[src/rtl/palette_arb_pkg.sv]
// Shared types and helpers for the palette lookup arbiter.
// Index and colour widths match the 8-bit to 12-bit RGB sprite palette ROM.
package palette_arb_pkg;

  localparam int PAL_IDX_W = 8;
  localparam int COLOR_W   = 4;

  typedef struct packed {
    logic [COLOR_W-1:0] red;
    logic [COLOR_W-1:0] green;
    logic [COLOR_W-1:0] blue;
  } rgb12_t;

  function automatic int unsigned next_ptr(input int unsigned ptr, input int unsigned n);
    return (ptr + 1 >= n) ? 0 : ptr + 1;
  endfunction

endpackage

[src/rtl/rr_arbiter.sv]
// Combinational round-robin pick: first request at or after i_prio_ptr, with wrap.
// An asserted override hands the grant straight to i_ovr_id.
module rr_arbiter #(
  parameter int N    = 4,
  parameter int ID_W = $clog2(N)
) (
  input  logic [N-1:0]    i_req,
  input  logic [ID_W-1:0] i_prio_ptr,
  input  logic            i_ovr_en,
  input  logic [ID_W-1:0] i_ovr_id,
  output logic [N-1:0]    o_grant,
  output logic [ID_W-1:0] o_gnt_id,
  output logic            o_gnt_vld
);

  int unsigned w_idx;

  always_comb begin
    o_grant   = '0;
    o_gnt_id  = '0;
    o_gnt_vld = 1'b0;
    w_idx     = 0;
    if (i_ovr_en) begin
      o_grant[i_ovr_id] = 1'b1;
      o_gnt_id          = i_ovr_id;
      o_gnt_vld         = 1'b1;
    end else begin
      for (int k = 0; k < N; k++) begin
        w_idx = 32'(i_prio_ptr) + k;
        if (w_idx >= N) w_idx = w_idx - N;
        if (!o_gnt_vld && i_req[ID_W'(w_idx)]) begin
          o_grant[ID_W'(w_idx)] = 1'b1;
          o_gnt_id              = ID_W'(w_idx);
          o_gnt_vld             = 1'b1;
        end
      end
    end
  end

endmodule

[src/rtl/palette_lookup_arbiter.sv]
// Round-robin sharing of one palette ROM among sprite renderers, with bounded lock bursts.
// Grant in cycle N, pal_index in N+1, tagged colour response in N+2; no backpressure.
module palette_lookup_arbiter
  import palette_arb_pkg::*;
#(
  parameter int                   NUM_REQ         = 4,
  parameter int                   MAX_BURST       = 16,
  parameter logic [PAL_IDX_W-1:0] TRANSPARENT_IDX = 8'h00,
  parameter int                   ID_W            = $clog2(NUM_REQ)
) (
  input  logic                               Clk,
  input  logic                               Reset_n,
  input  logic [NUM_REQ-1:0]                 req,
  input  logic [NUM_REQ-1:0]                 lock,
  input  logic [NUM_REQ-1:0][PAL_IDX_W-1:0]  index,
  output logic [NUM_REQ-1:0]                 grant,
  output logic [PAL_IDX_W-1:0]               pal_index,
  input  logic [COLOR_W-1:0]                 pal_red,
  input  logic [COLOR_W-1:0]                 pal_green,
  input  logic [COLOR_W-1:0]                 pal_blue,
  output logic                               rsp_valid,
  output logic [ID_W-1:0]                    rsp_id,
  output logic [COLOR_W-1:0]                 rsp_red,
  output logic [COLOR_W-1:0]                 rsp_green,
  output logic [COLOR_W-1:0]                 rsp_blue,
  output logic                               rsp_transparent
);

  localparam int CNT_W = $clog2(MAX_BURST + 1);

  logic [ID_W-1:0]      r_prio_ptr;
  logic [ID_W-1:0]      r_owner_q;
  logic                 r_locked_q;
  logic [CNT_W-1:0]     r_burst_cnt;
  logic                 r_issue_v;
  logic [ID_W-1:0]      r_id_q;
  logic [PAL_IDX_W-1:0] r_pal_index;
  logic                 r_rsp_valid;
  logic [ID_W-1:0]      r_rsp_id;
  rgb12_t               r_rsp_rgb;
  logic                 r_rsp_transparent;

  logic                 w_lock_live;
  logic [ID_W-1:0]      w_gnt_id;
  logic                 w_gnt_vld;

  // The lock only survives while the owner still requests, still asks, and has budget left.
  assign w_lock_live = r_locked_q && req[r_owner_q] && lock[r_owner_q]
                       && (r_burst_cnt < CNT_W'(MAX_BURST));

  rr_arbiter #(
    .N    (NUM_REQ),
    .ID_W (ID_W)
  ) u_rr_arbiter (
    .i_req      (req),
    .i_prio_ptr (r_prio_ptr),
    .i_ovr_en   (w_lock_live),
    .i_ovr_id   (r_owner_q),
    .o_grant    (grant),
    .o_gnt_id   (w_gnt_id),
    .o_gnt_vld  (w_gnt_vld)
  );

  always_ff @(posedge Clk or negedge Reset_n) begin
    if (!Reset_n) begin
      r_prio_ptr  <= '0;
      r_owner_q   <= '0;
      r_locked_q  <= 1'b0;
      r_burst_cnt <= '0;
    end else if (w_lock_live) begin
      r_burst_cnt <= r_burst_cnt + CNT_W'(1);
    end else begin
      if (r_locked_q) begin
        r_locked_q <= 1'b0;
        r_prio_ptr <= ID_W'(next_ptr(32'(r_owner_q), NUM_REQ));
      end
      // A fresh grant in the same cycle a lock ends takes precedence for the pointer.
      if (w_gnt_vld) begin
        r_owner_q   <= w_gnt_id;
        r_burst_cnt <= CNT_W'(1);
        r_locked_q  <= (MAX_BURST > 1) && lock[w_gnt_id];
        r_prio_ptr  <= ID_W'(next_ptr(32'(w_gnt_id), NUM_REQ));
      end
    end
  end

  always_ff @(posedge Clk or negedge Reset_n) begin
    if (!Reset_n) begin
      r_issue_v         <= 1'b0;
      r_id_q            <= '0;
      r_pal_index       <= '0;
      r_rsp_valid       <= 1'b0;
      r_rsp_id          <= '0;
      r_rsp_rgb         <= '0;
      r_rsp_transparent <= 1'b0;
    end else begin
      r_issue_v <= w_gnt_vld;
      if (w_gnt_vld) begin
        r_pal_index <= index[w_gnt_id];
        r_id_q      <= w_gnt_id;
      end
      r_rsp_valid <= r_issue_v;
      r_rsp_id    <= r_id_q;
      if (r_issue_v) begin
        r_rsp_rgb         <= '{red: pal_red, green: pal_green, blue: pal_blue};
        r_rsp_transparent <= (r_pal_index == TRANSPARENT_IDX);
      end
    end
  end

  assign pal_index       = r_pal_index;
  assign rsp_valid       = r_rsp_valid;
  assign rsp_id          = r_rsp_id;
  assign rsp_red         = r_rsp_rgb.red;
  assign rsp_green       = r_rsp_rgb.green;
  assign rsp_blue        = r_rsp_rgb.blue;
  assign rsp_transparent = r_rsp_transparent;

endmodule
[config.mk]
export PLATFORM = sky130hd
export DESIGN_NAME = palette_lookup_arbiter
export DESIGN_NICKNAME = d
export VERILOG_FILES = /design/src/rtl/palette_arb_pkg.sv /design/src/rtl/rr_arbiter.sv /design/src/rtl/palette_lookup_arbiter.sv
export SDC_FILE = /design/constraint.sdc
export NUM_CORES = 1
export LEC_CHECK = 0
export ABC_AREA = 0
export ABC_CLOCK_PERIOD_IN_PS = 3400
export BUFFER_PORTS_ARGS = -buffer_cell sky130_fd_sc_hd__buf_2
export CAP_MARGIN = 20
export CORE_ASPECT_RATIO = 1.2
export CORE_UTILIZATION = 40
export CTS_BUF_LIST = sky130_fd_sc_hd__clkbuf_2 sky130_fd_sc_hd__clkbuf_4 sky130_fd_sc_hd__clkbuf_8
export CTS_CLUSTER_SIZE = 40
export DETAILED_ROUTE_END_ITERATION = 8
export GPL_TIMING_DRIVEN = 0
export MAX_ROUTING_LAYER = met4
export PLACE_DENSITY_LB_ADDON = 0.08
export SYNTH_ARGS = -nofsm -noshare
export SYNTH_HDL_FRONTEND = slang
export SYNTH_SLANG_ARGS = --single-unit
[constraint.sdc]
create_clock -name Clk -period 3.4 [get_ports Clk]
set_clock_uncertainty 0.05 [all_clocks]
set_input_delay 0.34 -clock Clk [delete_from_list [all_inputs] [get_ports Clk]]
set_output_delay 0.34 -clock Clk [all_outputs]
set_load 0.05 [all_outputs]
==> reports/metrics.yaml, run 1 <==
timing.critical_path.to_type: "output port"
gr-usage-all-layers_pct: 20.6
die-area_um2: 6430
clock_period_minus_worst_slack_ns: 3.20
chipWidth_um: 73.4
netSwitchingFraction_pct: 51.1
p_per_area_nw_per_um2: 1110
timing.critical_path.fanout_max: 10
hold_class: "primary input to asynchronous set/reset pin"
placed_cells: 413
grt_max_degree: 38
num_antenna_cells: 0
h-tree-depth: 2
detail_route.drc_violations: 0
clockRootBuffer: "sky130_fd_sc_hd__clkbuf_8"
synth_flop_cell: "sky130_fd_sc_hd__dfrtp_1"
synth_sequential_area_ratio_pct: 37.9
pwr-share-comb_pct: 70.5
grt_pass1_vias: 2000
grt_setup_unrepaired: "no"
power.share.sequential_pct: 20.5
synth_to_layout_area_growth_pct: 28.5
finalSetupViolCount: 0
antenna_violations_before_repair: 0
final_worst_path_cycle_share_pct: 94.0
drtIter0Drc: 112
start_util_pct: 42.3
port_buffers: 81
routed_wirelength_um: 6480
drv.max_cap_violation_count: 0
worstSetupPathType: "flop to output port"
final_max_slew_viol_count: 0
gp_routability_congestion: 0.800
chipHeight_um: 87.6
finalHoldViolCount: 0
cts_tree: "yes"
final_non_filler_cells: 425
io_pins: 82
synth.distinct_cells: 52
global_route.overflow_total: 0
critical-path-slowest-cell: "sky130_fd_sc_hd__mux4_2"
avgViaCountPerCell: 5.43
setup.worst_path.start_class: "flop"
setup_tns_ns: 0
power.internal_mw: 1.70
final_common_cell: "sky130_fd_sc_hd__buf_2"
ys_ff_latch: 37
crit_buf_inv: 4
cp_peak_stage_delay_ns: 0.57
peakVddDrop_v: 0.000820
worst-slew-pin-transition_ns: 0.820
reg2regPathDepth: 11
critical_path_arrival_ns: 2.81
cts.sink_count: 37
post_synth.cell_area_avg_um2: 9.70
grt_pass1_wl_um: 9850
net_sw_power_mw: 1.78
insertion_delay_ns: 0.29
async_flop_share_pct: 100
layout.cells.most_common_list: "86 x sky130_fd_sc_hd__buf_2, 40 x sky130_fd_sc_hd__nor2_1, 36 x sky130_fd_sc_hd__dfrtp_1, 18 x sky130_fd_sc_hd__nand2_1, 14 x sky130_fd_sc_hd__mux2_2"
ys_warn_count: 0
hold_bufs_inserted_after_cts: 0
maxSlewHeadroom_pct: 45.3
cts_made_buffers: 5
largest_delay_contributor_family_on_the_critical_path: "multiplexers"
drive_gt1_share_pct: 42.3
post_synth_instance_area_um2: 2440
timing.critical_path.mode_cell: "sky130_fd_sc_hd__buf_6"
share_clk_of_total_power_pct: 8.9
syn-instance-count: 252
dr_total_vias: 2309
clock_path_buffers: 2
power.static_leakage_nw: 1.38
critPathRequiredTime_ns: 3.01
drtPass1Iterations: 4
post-dp-hpwl_um: 4780
post_synth_edffs: 0
layout.nets: 408
fmax_ghz: 0.313
wl_per_cell_um: 15.3
mappedNetlistNets: 316
result_of_the_run: "finished clean"
rows: 30
critical_path.cell_chain: "buf_6 -> buf_6 -> clkinvlp_4 -> ha_4 -> mux4_2 -> nor2b_4 -> a222oi_1 -> a31oi_2 -> buf_4"
core-area_um2: 5780
critical_path_cell_count: 9
cts.reportedPaths.clkPinSlew_ns: 0.08
drt.antenna.violating_nets: 0
cell families (layout without fill, tap and decap cells):
| family | after synthesis | after routing | share of synthesized area [%] |
|---|---|---|---|
| xor gates and xnor gates | 2 | 2 | 0.717 |
| AOI/OAI and AO/OA | 67 | 67 | 23.4 |
| and+or+nand+nor | 91 | 91 | 17.9 |
| muxes | 17 | 17 | 8.70 |
| DFF | 37 | 37 | 37.9 |
| buffers and inverters | 28 | 121 | 6.24 |
| adders and majority gates | 10 | 10 | 5.12 |
sequential cells by signal, summed over array words and instances, names as in the netlist:
register / cells
pal_index: 8
r_burst_cnt: 5
rsp_blue: 4
rsp_green: 4
rsp_red: 4
r_id_q: 2
r_owner_q: 2
r_prio_ptr: 2
rsp_id: 2
r_issue_v: 1
r_locked_q: 1
rsp_transparent: 1
rsp_valid: 1
routing by layer:
layer | track usage (%) | vias up | wire [um]
met4 | 5.77 | 0 | 72
met3 | 2.88 | 6 | 275
met2 | 35.4 | 58 | 3290
met5 | - | - | 0
met1 | 25.1 | 1114 | 2850
li1 | - | 1131 | -
cell usage after synthesis (2+ instances only):
master	count	share of area (%)
sky130_fd_sc_hd__nor2_1	40	6.1
sky130_fd_sc_hd__dfrtp_1	37	38
sky130_fd_sc_hd__nand2_1	18	2.8
sky130_fd_sc_hd__mux2_2	14	6.4
sky130_fd_sc_hd__ha_1	10	5.1
sky130_fd_sc_hd__o21ai_0	9	1.8
sky130_fd_sc_hd__a221oi_1	8	2.9
sky130_fd_sc_hd__a221oi_2	8	4.9
sky130_fd_sc_hd__buf_2	8	1.6
sky130_fd_sc_hd__inv_1	8	1.2
sky130_fd_sc_hd__o22a_1	8	2.9
sky130_fd_sc_hd__nand3_1	7	1.4
sky130_fd_sc_hd__a21oi_1	5	1.0
sky130_fd_sc_hd__a31oi_1	5	1.3
sky130_fd_sc_hd__clkbuf_1	5	0.77
sky130_fd_sc_hd__nor4_1	5	1.3
sky130_fd_sc_hd__a222oi_1	4	1.6
sky130_fd_sc_hd__buf_6	4	1.8
sky130_fd_sc_hd__nand3b_1	3	0.92
sky130_fd_sc_hd__nor3_1	3	0.61
sky130_fd_sc_hd__o211ai_1	3	0.92
sky130_fd_sc_hd__o31ai_1	3	0.92
sky130_fd_sc_hd__a211oi_1	2	0.61
sky130_fd_sc_hd__and2_1	2	0.51
sky130_fd_sc_hd__buf_4	2	0.61
sky130_fd_sc_hd__mux4_2	2	1.8
sky130_fd_sc_hd__nand2b_1	2	0.51
sky130_fd_sc_hd__nand4_1	2	0.51
sky130_fd_sc_hd__o311a_1	2	0.82
area by class of cell:
type	instances	area, um2
Clock inverter	3	21.3
Timing Repair Buffer	85	443
Sequential cell	37	927
Inverter	8	33.8
Clock buffer	5	68.8
Tap cell	80	100
Multi-Input combinational cell	187	1420
Buffer	20	130
Fill cell	581	2640
worst reg2reg max path, cell delays in order (launching register included):
cell,delay [ns]
sky130_fd_sc_hd__dfrtp_1,0.39
sky130_fd_sc_hd__buf_6,0.12
sky130_fd_sc_hd__buf_6,0.13
sky130_fd_sc_hd__clkinvlp_4,0.11
sky130_fd_sc_hd__ha_4,0.31
sky130_fd_sc_hd__mux4_2,0.57
sky130_fd_sc_hd__nor2b_4,0.18
sky130_fd_sc_hd__o311a_1,0.39
sky130_fd_sc_hd__o31ai_2,0.32
sky130_fd_sc_hd__buf_6,0.20
sky130_fd_sc_hd__a221oi_1,0.06
sky130_fd_sc_hd__o22a_1,0.19
through the flow:
step / power (mW) / worst slack [ns] / hold slack [ns] / instance area [um2] / util (%)
finish: 3.48 / 0.203 / 0.0891 / 3140 / 54.3
global route: 3.73 / 0.0423 / 0.154 / 3140 / 54.3
CTS: 3.45 / 0.0109 / 0.117 / 3100 / 53.7
detailed placement: 3.05 / -0.107 / 0.314 / 2980 / 51.5
global placement: 3.04 / -0.0958 / 0.311 / 2980 / 51.5
floorplan: 2.55 / 0.232 / -0.00559 / 2470 / -
path summary, 6_finish.rpt:
| kind | slack [ns] | endpoint | from |
|---|---|---|---|
| min reg2reg | 0.33 | rsp_id[0]$_DFF_PN0_ | r_id_q[0]$_DFFE_PN0P_ |
| min | 0.09 | rsp_blue[2]$_DFFE_PN0P_ | Reset_n |
| max in group asynchronous | 2.64 | r_prio_ptr[1]$_DFFE_PN0P_ | Reset_n |
| max reg2reg | 0.27 | pal_index[7]$_DFFE_PN0P_ | r_prio_ptr[0]$_DFFE_PN0P_ |
| min in group Clk | 0.23 | rsp_blue[2]$_DFFE_PN0P_ | pal_blue[2] |
| max | 0.20 | grant[0] | r_prio_ptr[0]$_DFFE_PN0P_ |
power by group through the flow:
stage	combinational, mW	sequential, mW	clock [mW]
floorplan	1.61	0.941	0
global placement	2.32	0.722	0
detailed placement	2.33	0.720	0
CTS	2.42	0.712	0.323
global route	2.65	0.733	0.343
finish	2.45	0.715	0.310
repair_timing:
action                                  CTS  global route
endpoints found under the setup margin   14            14
resized for setup                         6             6
endpoints found under the hold margin     0             0
buffers inserted                          1             3
pin swaps                                 0             1
Note: power is estimated with default switching activity, not from simulation.
==> run 2: changes to the inputs <==
--- a/config.mk
+++ b/config.mk
@@ -8,3 +8,3 @@
 export ABC_AREA = 0
-export ABC_CLOCK_PERIOD_IN_PS = 3400
+export ABC_CLOCK_PERIOD_IN_PS = 4000
 export BUFFER_PORTS_ARGS = -buffer_cell sky130_fd_sc_hd__buf_2
==> constraint.sdc (replaced) <==
create_clock -name Clk -period 4 [get_ports Clk]
set_clock_uncertainty 0.05 [all_clocks]
set_input_delay 0.8 -clock Clk [delete_from_list [all_inputs] [get_ports Clk]]
set_output_delay 0.8 -clock Clk [all_outputs]
set_load 0.05 [all_outputs]
==> reports/metrics.yaml, run 2 (synthesis gave the netlist of run 1 again) <==
drtIter0Drc: 97
final_common_cell: "sky130_fd_sc_hd__buf_2"
pwr-share-comb_pct: 70.0
global_route.overflow_total: 0
grt_pass1_wl_um: 9760
placement.setup.worst_slack_ns: 0.144
rows: 30
critical_path_arrival_ns: 2.97
port_buffers: 81
hold_slack_ns: 0.330
h-tree-depth: 2
peakVddDrop_v: 0.000594
timing.critical_path.fanout_max: 10
result_of_the_run: "finished clean"
worst_r2r_endpoint: "r_prio_ptr[1]$_DFFE_PN0P_"
worstReg2RegStart: "r_prio_ptr[0]$_DFFE_PN0P_"
post-dp-hpwl_um: 4670
report.power.total_mw: 2.87
drtPass1Iterations: 6
worst-slew-pin-transition_ns: 0.784
layout.nets: 404
power.share.sequential_pct: 21.2
grt_max_degree: 38
power.internal_mw: 1.39
setup.reg_to_reg.worst_slack_ns: 0.62
final_max_slew_viol_count: 0
timing.critical_path.to_type: "output port"
clock_period_minus_worst_slack_ns: 3.82
startpoint: "r_prio_ptr[0]$_DFFE_PN0P_"
detailed_place.area_um2: 2950
net_sw_power_mw: 1.49
cts.reportedPaths.clkPinSlew_ns: 0.07
worstSetupPathType: "flop to output port"
chipWidth_um: 73.4
clockRootBuffer: "sky130_fd_sc_hd__clkbuf_8"
setup_tns_ns: 0
timing.critical_path.mode_cell: "sky130_fd_sc_hd__buf_4"
cts_made_buffers: 5
hold_bufs_inserted_after_cts: 0
drive_gt1_share_pct: 40.2
setup.worst_path.start_class: "flop"
drt.antenna.violating_nets: 0
p_per_area_nw_per_um2: 935
cts_tree: "yes"
critical-path-slowest-cell: "sky130_fd_sc_hd__mux4_2"
layout.cells.most_common_list: "87 x sky130_fd_sc_hd__buf_2, 40 x sky130_fd_sc_hd__nor2_1, 37 x sky130_fd_sc_hd__dfrtp_1, 18 x sky130_fd_sc_hd__nand2_1, 14 x sky130_fd_sc_hd__mux2_2"
grt_pass1_vias: 2071
insertion_delay_ns: 0.28
avgViaCountPerCell: 5.36
post-route-util_pct: 53.2
design_area_um2: 3070
synth_to_layout_area_growth_pct: 25.7
netSwitchingFraction_pct: 51.7
final_worst_path_cycle_share_pct: 95.5
final_non_filler_cells: 421
clock_path_buffers: 2
hold_class: "flop to flop"
dr_total_vias: 2256
routed_wirelength_um: 6190
critPathRequiredTime_ns: 3.15
filler_cell_count: 589
critical_path.cell_chain: "buf_4 -> buf_4 -> inv_1 -> ha_4 -> mux4_2 -> nor2b_4 -> a222oi_1 -> a31oi_1 -> buf_2"
reg2regPathDepth: 11
drv.max_cap_violation_count: 0
cts_setup_buffers: 0
share_clk_of_total_power_pct: 8.7
die-area_um2: 6430
core-area_um2: 5780
largest_reg_flops: 8
start_util_pct: 42.3
maxSlewHeadroom_pct: 47.7
chipHeight_um: 87.6
num_antenna_cells: 0
power.static_leakage_nw: 1.37
cp_peak_stage_delay_ns: 0.56
detail_route.drc_violations: 0
final_critical_path_setup_slack_ns: 0.180
finalSetupViolCount: 0
antenna_violations_before_repair: 0
gr-usage-all-layers_pct: 20.2
cts.sink_count: 37
placed_cells: 413
finalHoldViolCount: 0
grt_setup_unrepaired: "no"
crit_end: "grant[0]"
gp_routability_congestion: 0.881
fmax_ghz: 0.262
io_pins: 82
wl_per_cell_um: 14.7
## run 2: power groups by stage
| stage | Sequential [mW] | Clock [mW] | Combinational (mW) |
|---|---|---|---|
| floorplan | 0.800 | 0 | 1.34 |
| global route | 0.627 | 0.273 | 2.17 |
| finish | 0.610 | 0.251 | 2.01 |
| global placement | 0.611 | 0 | 1.94 |
| detailed placement | 0.613 | 0 | 1.96 |
| CTS | 0.607 | 0.260 | 1.99 |
## run 2: cell type report
type | instances | area, um2 | area share [%]
sequential | 37 | 926 | 30.1
multi-input combinational | 187 | 1400 | 45.5
tap | 80 | 100 | 3.26
clock buffer | 5 | 68.8 | 2.24
inverter | 8 | 30.0 | 0.977
clock inverter | 3 | 17.5 | 0.570
timing repair buffer | 81 | 410 | 13.4
buffer | 20 | 123 | 3.99
## run 2: repair_timing
| item | CTS | global route |
|---|---|---|
| hold endpoints to repair | 0 | 0 |
| gates resized for setup | 3 | 4 |
| endpoints found under the setup margin | 4 | 4 |
| gates cloned | 0 | 0 |
## run 2: how the worst min path moves through the flow
stage | from | endpoint | cells after the start
final | r_id_q[1]$_DFFE_PN0P_ | rsp_id[1]$_DFF_PN0_ | 0
after floorplan | r_id_q[0]$_DFFE_PN0P_ | rsp_id[0]$_DFF_PN0_ | 0
after CTS | r_id_q[1]$_DFFE_PN0P_ | rsp_id[1]$_DFF_PN0_ | 0
after global routing | r_id_q[1]$_DFFE_PN0P_ | rsp_id[1]$_DFF_PN0_ | 0
after detailed placement | r_id_q[0]$_DFFE_PN0P_ | rsp_id[0]$_DFF_PN0_ | 0
after global placement | r_id_q[1]$_DFFE_PN0P_ | rsp_id[1]$_DFF_PN0_ | 0
## run 2: critical path, delay by kind of cell, from the launching register on
kind            cells  cell delay [ns]
mux                 1             0.56
flops               1             0.43
fa+ha+maj           1             0.34
simple gates        1             0.18
buf+inv             4             0.75
compound gates      2             0.41
## run 2: routing by layer
layer	global-route usage, %	part of all wire (%)	vias to the layer above
met2	32.9	48	91
met1	25.9	45	1040
li1	-	-	1119
met3	3.22	6.1	6
met5	-	0	-
met4	5.59	1.0	0
==> run 3: changes to the inputs <==
- CORE_ASPECT_RATIO: 1.2 -> 1.25
==> reports/metrics.yaml, run 3 (synthesis gave the netlist of run 1 again) <==
result_of_the_run: "finished clean"
worst_r2r_endpoint: "pal_index[1]$_DFFE_PN0P_"
worst-slew-pin-transition_ns: 0.813
timing.critical_path.to_type: "output port"
cts.reportedPaths.clkPinSlew_ns: 0.08
rows: 31
final_worst_path_cycle_share_pct: 94.8
cts_tree: "yes"
chipWidth_um: 71.9
chipHeight_um: 89.4
setup_tns_ns: 0
drt.antenna.violating_nets: 0
worstReg2RegStart: "r_prio_ptr[0]$_DFFE_PN0P_"
p_per_area_nw_per_um2: 938
crit_end: "grant[0]"
routed_wirelength_um: 6440
avgViaCountPerCell: 5.43
synth_to_layout_area_growth_pct: 25.9
fmax_ghz: 0.264
placement.setup.worst_slack_ns: 0.138
hold_slack_ns: 0.334
maxSlewHeadroom_pct: 45.8
clock_path_buffers: 2
setup.worst_path.start_class: "flop"
drive_gt1_share_pct: 40.2
clockRootBuffer: "sky130_fd_sc_hd__clkbuf_8"
detail_route.drc_violations: 0
grt_pass1_wl_um: 10300
cp_peak_stage_delay_ns: 0.50
wl_per_cell_um: 15.2
hold_bufs_inserted_after_cts: 0
num_antenna_cells: 0
critical_path_arrival_ns: 2.94
layout.cells.most_common_list: "85 x sky130_fd_sc_hd__buf_2, 40 x sky130_fd_sc_hd__nor2_1, 36 x sky130_fd_sc_hd__dfrtp_1, 18 x sky130_fd_sc_hd__nand2_1, 14 x sky130_fd_sc_hd__mux2_2"
h-tree-depth: 2
dr_total_vias: 2297
final_non_filler_cells: 423
insertion_delay_ns: 0.29
final_common_cell: "sky130_fd_sc_hd__buf_2"
die-area_um2: 6430
drtIter0Drc: 91
post-route-util_pct: 52.6
startpoint: "r_prio_ptr[0]$_DFFE_PN0P_"
cts_setup_buffers: 0
critical_path.cell_chain: "buf_4 -> buf_4 -> inv_1 -> ha_4 -> or3_2 -> o22ai_1 -> nand2_1 -> a31oi_1 -> buf_4"
largest_reg_flops: 8
finalHoldViolCount: 0
power.static_leakage_nw: 1.37
cts.sink_count: 37
hold_class: "flop to flop"
cts_made_buffers: 5
timing.critical_path.mode_cell: "sky130_fd_sc_hd__buf_4"
reg2regPathDepth: 11
setup.reg_to_reg.worst_slack_ns: 0.66
port_buffers: 81
gr-usage-all-layers_pct: 21.1
gp_routability_congestion: 0.799
start_util_pct: 41.7
largest_delay_contributor_family_on_the_critical_path: "buffers and inverters"
critPathRequiredTime_ns: 3.15
global_route.overflow_total: 0
post-dp-hpwl_um: 4860
drtPass1Iterations: 4
layout.nets: 404
final_critical_path_setup_slack_ns: 0.207
finalSetupViolCount: 0
peakVddDrop_v: 0.000649
grt_max_degree: 38
core-area_um2: 5860
placed_cells: 415
timing.critical_path.fanout_max: 10
drv.max_cap_violation_count: 0
grt_setup_unrepaired: "no"
critical_path_cell_count: 9
critical-path-slowest-cell: "sky130_fd_sc_hd__or3_2"
io_pins: 82
worstSetupPathType: "flop to output port"
antenna_violations_before_repair: 0
clock_period_minus_worst_slack_ns: 3.79
timing.hold.worst.start: "r_id_q[0]$_DFFE_PN0P_"
grt_pass1_vias: 2174
cts_resized: 5
crit_buf_inv: 4
final_max_slew_viol_count: 0
==> run 3: through the flow <==
| step | power, mW | instance area (um2) |
|---|---|---|
| 5_1_grt | 3.10 | 3080 |
| 3_5_place_dp | 2.57 | 2950 |
| 2_1_floorplan | 2.14 | 2440 |
| 4_1_cts | 2.88 | 3060 |
| 3_3_place_gp | 2.55 | 2950 |
| 6_report | 2.89 | 3080 |
==> run 3: routing by layer <==
metal	vias up	track usage [%]	wire (um)
met5	-	-	0
li1	1122	-	-
met2	69	37.9	3340
met1	1099	23.7	2750
met3	7	3.72	248
met4	0	7.13	99
==> run 3: worst min path at each step <==
stage / cells past startpoint / slack, ns / to
after detailed placement: 0 / 0.32 / rsp_id[0]$_DFF_PN0_
final: 0 / 0.33 / rsp_id[0]$_DFF_PN0_
after global routing: 0 / 0.35 / rsp_id[0]$_DFF_PN0_
after CTS: 0 / 0.34 / rsp_id[0]$_DFF_PN0_
after floorplan: 0 / 0.30 / rsp_id[0]$_DFF_PN0_
after global placement: 0 / 0.31 / rsp_id[0]$_DFF_PN0_
==> run 3: power breakdown <==
group / total [mW] / internal [mW] / switching, mW
Clock: 0.265 / 0.124 / 0.141
Combinational: 2.01 / 0.782 / 1.23
Sequential: 0.610 / 0.500 / 0.111
Total: 2.89 / 1.40 / 1.48
==> run 3: cell type report <==
| class | count | area [um2] |
|---|---|---|
| buffer | 20 | 123 |
| tap | 82 | 103 |
| timing repair buffer | 81 | 415 |
| sequential | 37 | 927 |
| clock buffer | 5 | 68.8 |
| fill | 558 | 2780 |
| inverter | 8 | 30.0 |
| multi-input combinational | 187 | 1390 |
| clock inverter | 3 | 21.3 |
